[src/rtl/mempool_dma_split_if.sv]
// mempool_dma_split_if: request, sub-request and completion signals of the DMA split stage
interface mempool_dma_split_if #(
  parameter int AddrWidth  = 32,
  parameter int NumTargets = 4
);
  logic [AddrWidth-1:0]          req_src_i;
  logic [AddrWidth-1:0]          req_dst_i;
  logic [31:0]                   req_num_bytes_i;
  logic                          req_valid_i;
  logic                          req_ready_o;
  logic [AddrWidth-1:0]          sub_src_o;
  logic [AddrWidth-1:0]          sub_dst_o;
  logic [31:0]                   sub_num_bytes_o;
  logic [$clog2(NumTargets)-1:0] sub_target_o;
  logic                          sub_valid_o;
  logic                          sub_ready_i;
  logic [NumTargets-1:0]         sub_done_i;
  logic                          trans_complete_o;
  logic                          backend_idle_o;
  modport master (
    output req_src_i, req_dst_i, req_num_bytes_i, req_valid_i, sub_ready_i, sub_done_i,
    input  req_ready_o, sub_src_o, sub_dst_o, sub_num_bytes_o, sub_target_o, sub_valid_o,
           trans_complete_o, backend_idle_o
  );
  modport slave (
    input  req_src_i, req_dst_i, req_num_bytes_i, req_valid_i, sub_ready_i, sub_done_i,
    output req_ready_o, sub_src_o, sub_dst_o, sub_num_bytes_o, sub_target_o, sub_valid_o,
           trans_complete_o, backend_idle_o
  );
endinterface

[src/rtl/mempool_dma_split.sv]
// mempool_dma_split: cuts 1D DMA transfers at destination chunk boundaries and tracks completion
module mempool_dma_split #(
  parameter int AddrWidth      = 32,
  parameter int ChunkBytes     = 4096,
  parameter int NumTargets     = 4,
  parameter int MaxOutstanding = 16
) (
  input logic                clk_i,
  input logic                rst_ni,
  mempool_dma_split_if.slave bus
);
  localparam int CW = $clog2(ChunkBytes);
  localparam int TW = $clog2(NumTargets);
  localparam int OW = $clog2(MaxOutstanding + 1);
  typedef enum logic [1:0] {S_IDLE, S_SPLIT, S_WAIT} state_e;
  state_e               r_state;
  logic [AddrWidth-1:0] r_src, r_dst;
  logic [31:0]          r_rem;
  logic [OW-1:0]        r_out;
  logic                 r_ready, r_cmpl, r_idle;
  logic [31:0]          w_room, w_len, w_sum, w_pop;
  logic [OW-1:0]        w_out_n;
  logic                 w_valid, w_issue;
  always_comb begin
    w_room  = 32'(ChunkBytes) - 32'(r_dst[CW-1:0]);
    w_len   = r_rem < w_room ? r_rem : w_room;
    w_valid = r_state == S_SPLIT && r_out < OW'(MaxOutstanding);
    w_issue = w_valid && bus.sub_ready_i;
    w_sum   = 32'(r_out) + 32'(w_issue);
    w_pop   = 32'($countones(bus.sub_done_i));
    // a done with nothing outstanding is illegal; clamp instead of wrapping
    w_out_n = w_sum < w_pop ? '0 : OW'(w_sum - w_pop);
  end
  assign bus.req_ready_o      = r_ready;
  assign bus.sub_src_o        = r_src;
  assign bus.sub_dst_o        = r_dst;
  assign bus.sub_num_bytes_o  = w_len;
  assign bus.sub_target_o     = r_dst[CW+:TW];
  assign bus.sub_valid_o      = w_valid;
  assign bus.trans_complete_o = r_cmpl;
  assign bus.backend_idle_o   = r_idle;
  always_ff @(posedge clk_i or negedge rst_ni) begin
    if (!rst_ni) begin
      r_state <= S_IDLE;
      r_src   <= '0;
      r_dst   <= '0;
      r_rem   <= '0;
      r_out   <= '0;
      r_ready <= 1'b1;
      r_cmpl  <= 1'b0;
      r_idle  <= 1'b1;
    end else begin
      r_out  <= w_out_n;
      r_cmpl <= 1'b0;
      case (r_state)
        S_IDLE: if (bus.req_valid_i) begin
          r_src   <= bus.req_src_i;
          r_dst   <= bus.req_dst_i;
          r_rem   <= bus.req_num_bytes_i;
          r_state <= bus.req_num_bytes_i != 32'd0 ? S_SPLIT : S_WAIT;
          r_ready <= 1'b0;
          r_idle  <= 1'b0;
        end
        S_SPLIT: if (w_issue) begin
          r_src <= r_src + AddrWidth'(w_len);
          r_dst <= r_dst + AddrWidth'(w_len);
          r_rem <= r_rem - w_len;
          if (r_rem == w_len) r_state <= S_WAIT;
        end
        S_WAIT: if (w_out_n == '0) begin
          r_state <= S_IDLE;
          r_cmpl  <= 1'b1;
          r_ready <= 1'b1;
          r_idle  <= 1'b1;
        end
        default: r_state <= S_IDLE;
      endcase
    end
  end
  assert property (@(posedge clk_i) disable iff (!rst_ni) w_sum >= w_pop)
    else $error("sub_done_i pulse with no outstanding sub-request");
endmodule

[src/flat_wrapper.sv]
// flat-port wrapper written by rule: the top's interface ports become plain ports
module mempool_dma_split_flat 
#(
  parameter int AddrWidth      = 32,
  parameter int ChunkBytes     = 4096,
  parameter int NumTargets     = 4,
  parameter int MaxOutstanding = 16
)
  (clk_i, rst_ni, bus_req_src_i, bus_req_dst_i, bus_req_num_bytes_i, bus_req_valid_i, bus_sub_ready_i, bus_sub_done_i, bus_req_ready_o, bus_sub_src_o, bus_sub_dst_o, bus_sub_num_bytes_o, bus_sub_target_o, bus_sub_valid_o, bus_trans_complete_o, bus_backend_idle_o);
  mempool_dma_split_if #(.AddrWidth(AddrWidth), .NumTargets(NumTargets)) bus_i ();
  input logic clk_i;
  input logic rst_ni;
  input wire logic [$bits(bus_i.req_src_i)-1:0] bus_req_src_i;
  input wire logic [$bits(bus_i.req_dst_i)-1:0] bus_req_dst_i;
  input wire logic [$bits(bus_i.req_num_bytes_i)-1:0] bus_req_num_bytes_i;
  input wire logic [$bits(bus_i.req_valid_i)-1:0] bus_req_valid_i;
  input wire logic [$bits(bus_i.sub_ready_i)-1:0] bus_sub_ready_i;
  input wire logic [$bits(bus_i.sub_done_i)-1:0] bus_sub_done_i;
  output wire logic [$bits(bus_i.req_ready_o)-1:0] bus_req_ready_o;
  output wire logic [$bits(bus_i.sub_src_o)-1:0] bus_sub_src_o;
  output wire logic [$bits(bus_i.sub_dst_o)-1:0] bus_sub_dst_o;
  output wire logic [$bits(bus_i.sub_num_bytes_o)-1:0] bus_sub_num_bytes_o;
  output wire logic [$bits(bus_i.sub_target_o)-1:0] bus_sub_target_o;
  output wire logic [$bits(bus_i.sub_valid_o)-1:0] bus_sub_valid_o;
  output wire logic [$bits(bus_i.trans_complete_o)-1:0] bus_trans_complete_o;
  output wire logic [$bits(bus_i.backend_idle_o)-1:0] bus_backend_idle_o;
  assign bus_i.req_src_i = bus_req_src_i;
  assign bus_i.req_dst_i = bus_req_dst_i;
  assign bus_i.req_num_bytes_i = bus_req_num_bytes_i;
  assign bus_i.req_valid_i = bus_req_valid_i;
  assign bus_i.sub_ready_i = bus_sub_ready_i;
  assign bus_i.sub_done_i = bus_sub_done_i;
  assign bus_req_ready_o = bus_i.req_ready_o;
  assign bus_sub_src_o = bus_i.sub_src_o;
  assign bus_sub_dst_o = bus_i.sub_dst_o;
  assign bus_sub_num_bytes_o = bus_i.sub_num_bytes_o;
  assign bus_sub_target_o = bus_i.sub_target_o;
  assign bus_sub_valid_o = bus_i.sub_valid_o;
  assign bus_trans_complete_o = bus_i.trans_complete_o;
  assign bus_backend_idle_o = bus_i.backend_idle_o;
  mempool_dma_split #(.AddrWidth(AddrWidth), .ChunkBytes(ChunkBytes), .NumTargets(NumTargets), .MaxOutstanding(MaxOutstanding)) u_core (.clk_i(clk_i), .rst_ni(rst_ni), .bus(bus_i));
endmodule
[config.mk]
export PLATFORM = sky130hd
export DESIGN_NAME = mempool_dma_split_flat
export DESIGN_NICKNAME = d
export VERILOG_FILES = /design/src/rtl/mempool_dma_split_if.sv /design/src/rtl/mempool_dma_split.sv /design/src/flat_wrapper.sv
export SDC_FILE = /design/constraint.sdc
export NUM_CORES = 1
export LEC_CHECK = 0
export BUFFER_PORTS_ARGS = -buffer_cell sky130_fd_sc_hd__buf_2
export CELL_PAD_IN_SITES_DETAIL_PLACEMENT = 2
export CELL_PAD_IN_SITES_GLOBAL_PLACEMENT = 2
export CORE_UTILIZATION = 35
export CTS_CLUSTER_SIZE = 25
export DETAILED_ROUTE_END_ITERATION = 10
export GPL_ROUTABILITY_DRIVEN = 0
export GPL_TIMING_DRIVEN = 1
export PLACE_DENSITY_LB_ADDON = 0.1
export REMOVE_ABC_BUFFERS = 1
export SETUP_SLACK_MARGIN = 0.5
export SYNTH_ARGS = -nofsm -noshare
export SYNTH_HDL_FRONTEND = slang
export SYNTH_SLANG_ARGS = --single-unit
export TNS_END_PERCENT = 100
[constraint.sdc]
create_clock -name clk_i -period 15.1 [get_ports clk_i]
set_clock_uncertainty 0.1 [all_clocks]
set_input_delay 1.51 -clock clk_i [delete_from_list [all_inputs] [get_ports clk_i]]
set_output_delay 1.51 -clock clk_i [all_outputs]
set_load 0.01 [all_outputs]
==> reports/results.tsv <==
metric	value	unit
vias per std cell	5.54	
hold_buf cts	0	
beginning of the critical path	u_core.bus.sub_dst_o[3]$_DFFE_PN0P_	
Slew @ Worst Pin	0.905	ns
WL final	34.8	mm
final number of max-transition violations	0	
DIE WIDTH	170	um
Pre-antenna DRT Iters	4	
f_max	0.143	GHz
largest net degree at the start of global routing	78	
crit path time final	6.99	ns
first-pass GRT wire length	56.1	mm
Skew-Pair Late Insertion Delay	0.37	ns
nets	1624	
GRT Total Usage	0.243	
PD cells	271	nW/um^2
Setup Viol. Count Final	0	
worst r2r src	u_core.bus.sub_dst_o[3]$_DFFE_PN0P_	
clock sink count	105	
clock buffer depth	2	
mux contribution to synthesized area	0.0300	
Distinct cells, synth	74	
adder-cell share of the synthesized area	0.130	
startpoint types	register	
Die ar.	29000	um^2
multi-input logic area	6990	um^2
Die Height	170	um
most common cell in the synthesized netlist	a21oi_1	
cts repair resizes	0	
layout cells sized above 1	0.171	
CTS clk-pin slew, worst paths	0.08	ns
Syn Inst Count	1232	
critical path class	register to register	
Setup TNS Final	0	ns
final period utilization	0.463	
Netlist Area Pre-Place	9900	um^2
Layout area overhead	16.5	%
relative slew slack	0.397	
detailed-route via count	9994	
register area share after synthesis	0.266	
CTS tree	yes	
syn avg cell area	8.03	um^2
Post-synth ARST share	1.00	
Core ar.	27800	um^2
Diodes inserted	0	
Initial Utilization	0.356	
Yosys warning count	0	
Hold Crit Class	register to register	
Final ANT Viol Nets	0	
Compound-Gate Fraction of Synth Area	0.274	
hold path start	u_core.bus.sub_src_o[7]$_DFFE_PN0P_	
Synth top area share	0.263	
Synth Area in XOR/XNOR	0.0575	
DP Wirelength	26.4	mm
Num CTS Buffers	9	
Setup WS pre-CTS	8.09	ns
Synth area leaders	dfrtp_1, ha_1, a21oi_1	
Worst Slack Setup Final	8.11	ns
simple-gate share of the synthesized area	0.190	
Max IR drop VDD	87.4	uV
main combinational cell family by area after synthesis	compound AO/OA/AOI/OAI gates	
Site Rows	61	
initial DRC count	375	
wire length per cell	19.3	um
EDFF count, synth	0	
grt ovf	0	
final hold vios	0	
Yosys top cell by area	dfrtp_1	
vias in the first global route	10622	
initial antenna violation count	0	
Worst setup EP type	register	
Port Buf Inserts	186	
Reg area	2630	um^2
FILL cells	3339	
status	completed	
DRC Markers	0	
static leakage	0.00546	uW
maxcap violations	0	
Synth Register Bits	105	
ys flop type	dfrtp_1	
critical path fanouts, max	24	
I/O Pins	206	
crit path DAT	7.14	ns
Root Driver	clkbuf_16	
RSZ-0062 raised after global routing	false	
worst endpoint required time	15.25	ns
Post-CTS Setup Bufs	0	
H-tree depth	3	
Synth top cells by count	a21oi_1, nand2_1, dfrtp_1	
## per-stage QoR
stage          instance area, um^2   util  cells  hold slack [ns]  power [uW]
2_1_floorplan                 9750      -   1214            0.390        2200
3_3_place_gp                 11300  0.405   1787            0.404        2790
3_5_place_dp                 11300  0.405   1787            0.418        2880
4_1_cts                      11500  0.415   1803            0.435        3140
5_1_grt                      11500  0.415   1803            0.465        3440
6_report                     11500  0.415   1803            0.425        3130
## metal layers
metal / share of wire / vias to the layer above / routed length (um) / global-route usage
met5: 0 / - / 0 / 0
met4: 0.010 / 0 / 356 / 0.0403
met3: 0.028 / 22 / 965 / 0.0270
met2: 0.50 / 159 / 17400 / 0.441
met1: 0.46 / 4984 / 16100 / 0.312
li1: - / 4829 / - / -
## sequential cells by signal, summed over array words and instances, names as in the netlist
signal	flops
u_core.bus.sub_dst_o	32
u_core.bus.sub_src_o	32
u_core.r_rem	32
u_core.r_out	5
u_core.r_state	2
u_core.bus.req_ready_o	1
u_core.bus.trans_complete_o	1
## final timing paths
kind	end	slack [ns]	cells past startpoint
max in group asynchronous	u_core.r_state[1]$_DFFE_PN0P_	12.50	2
worst max register to register	u_core.bus.sub_dst_o[22]$_DFFE_PN0P_	8.11	24
worst min register to register	u_core.bus.sub_src_o[7]$_DFFE_PN0P_	0.43	2
min in group asynchronous	u_core.bus.sub_src_o[3]$_DFFE_PN0P_	1.07	1
worst min-delay path	u_core.bus.sub_src_o[7]$_DFFE_PN0P_	0.43	2
worst max-delay path	u_core.bus.sub_dst_o[22]$_DFFE_PN0P_	8.11	24
## logic make-up (layout without fill, tap and decap cells)
logic type	Yosys count	after routing
mux	28	28
compound gates	426	426
xor+xnor	65	65
simple gates	393	393
flops	105	105
buf+inv	114	253
other cells	1	55
fa+ha+maj	100	100
## placed cells by master, fill, tap and decap left out, types with 7 or more instances in the layout
cell type  instances
buf_4             10
ha_1              95
o21bai_1          11
nor2_1            98
a21o_1            45
o21ai_0           91
mux2_2            13
inv_1             42
a21oi_1          136
xnor2_1           40
a31oi_1           23
mux2i_1           15
nand2b_1          13
buf_2            185
o211ai_1          15
or3_1             12
nand4_1           10
xor2_1            25
nand2_1          117
o21a_1            17
a211oi_1          12
dfrtp_1          104
o22ai_1            8
and3_1            35
clkbuf_16          9
conb_1            55
nand3_1           29
nor2b_1            7
nor3_1            28
nor4_1            11
## report_power, final
group          leakage (uW)  total [uW]  internal (uW)  switching (uW)
registers           0.00125         601            425             175
logic               0.00407        2290            924            1360
clock network      0.000133         242            118             124
total               0.00546        3130           1470            1660
## cell type report
class	count	area share
Tap cell	378	0.0410
Sequential cell	105	0.228
Clock inverter	4	0.00260
Clock buffer	12	0.0214
Multi-Input combinational cell	1067	0.607
Inverter	42	0.0137
Timing Repair Buffer	195	0.0868
## worst max-delay path, stage by stage (launching register included)
cell,delay [ns]
dfrtp_1,0.45
nor3_1,0.32
nand2b_1,0.16
nor4_1,0.57
nor3b_1,0.31
xnor2_1,0.20
inv_1,0.08
ha_1,0.30
a21o_1,0.17
a21oi_1,0.15
o21ai_1,0.09
a21oi_2,0.20
buf_4,0.38
mux2i_1,0.64
fa_1,0.31
and2b_1,0.20
o21ai_0,0.29
a21oi_1,0.18
o21ai_0,0.46
o21ai_0,0.17
buf_4,0.18
a31oi_1,0.48
o21ai_0,0.19
a21oi_1,0.16
o21ai_0,0.10
Note: power is estimated with default switching activity, not from simulation.
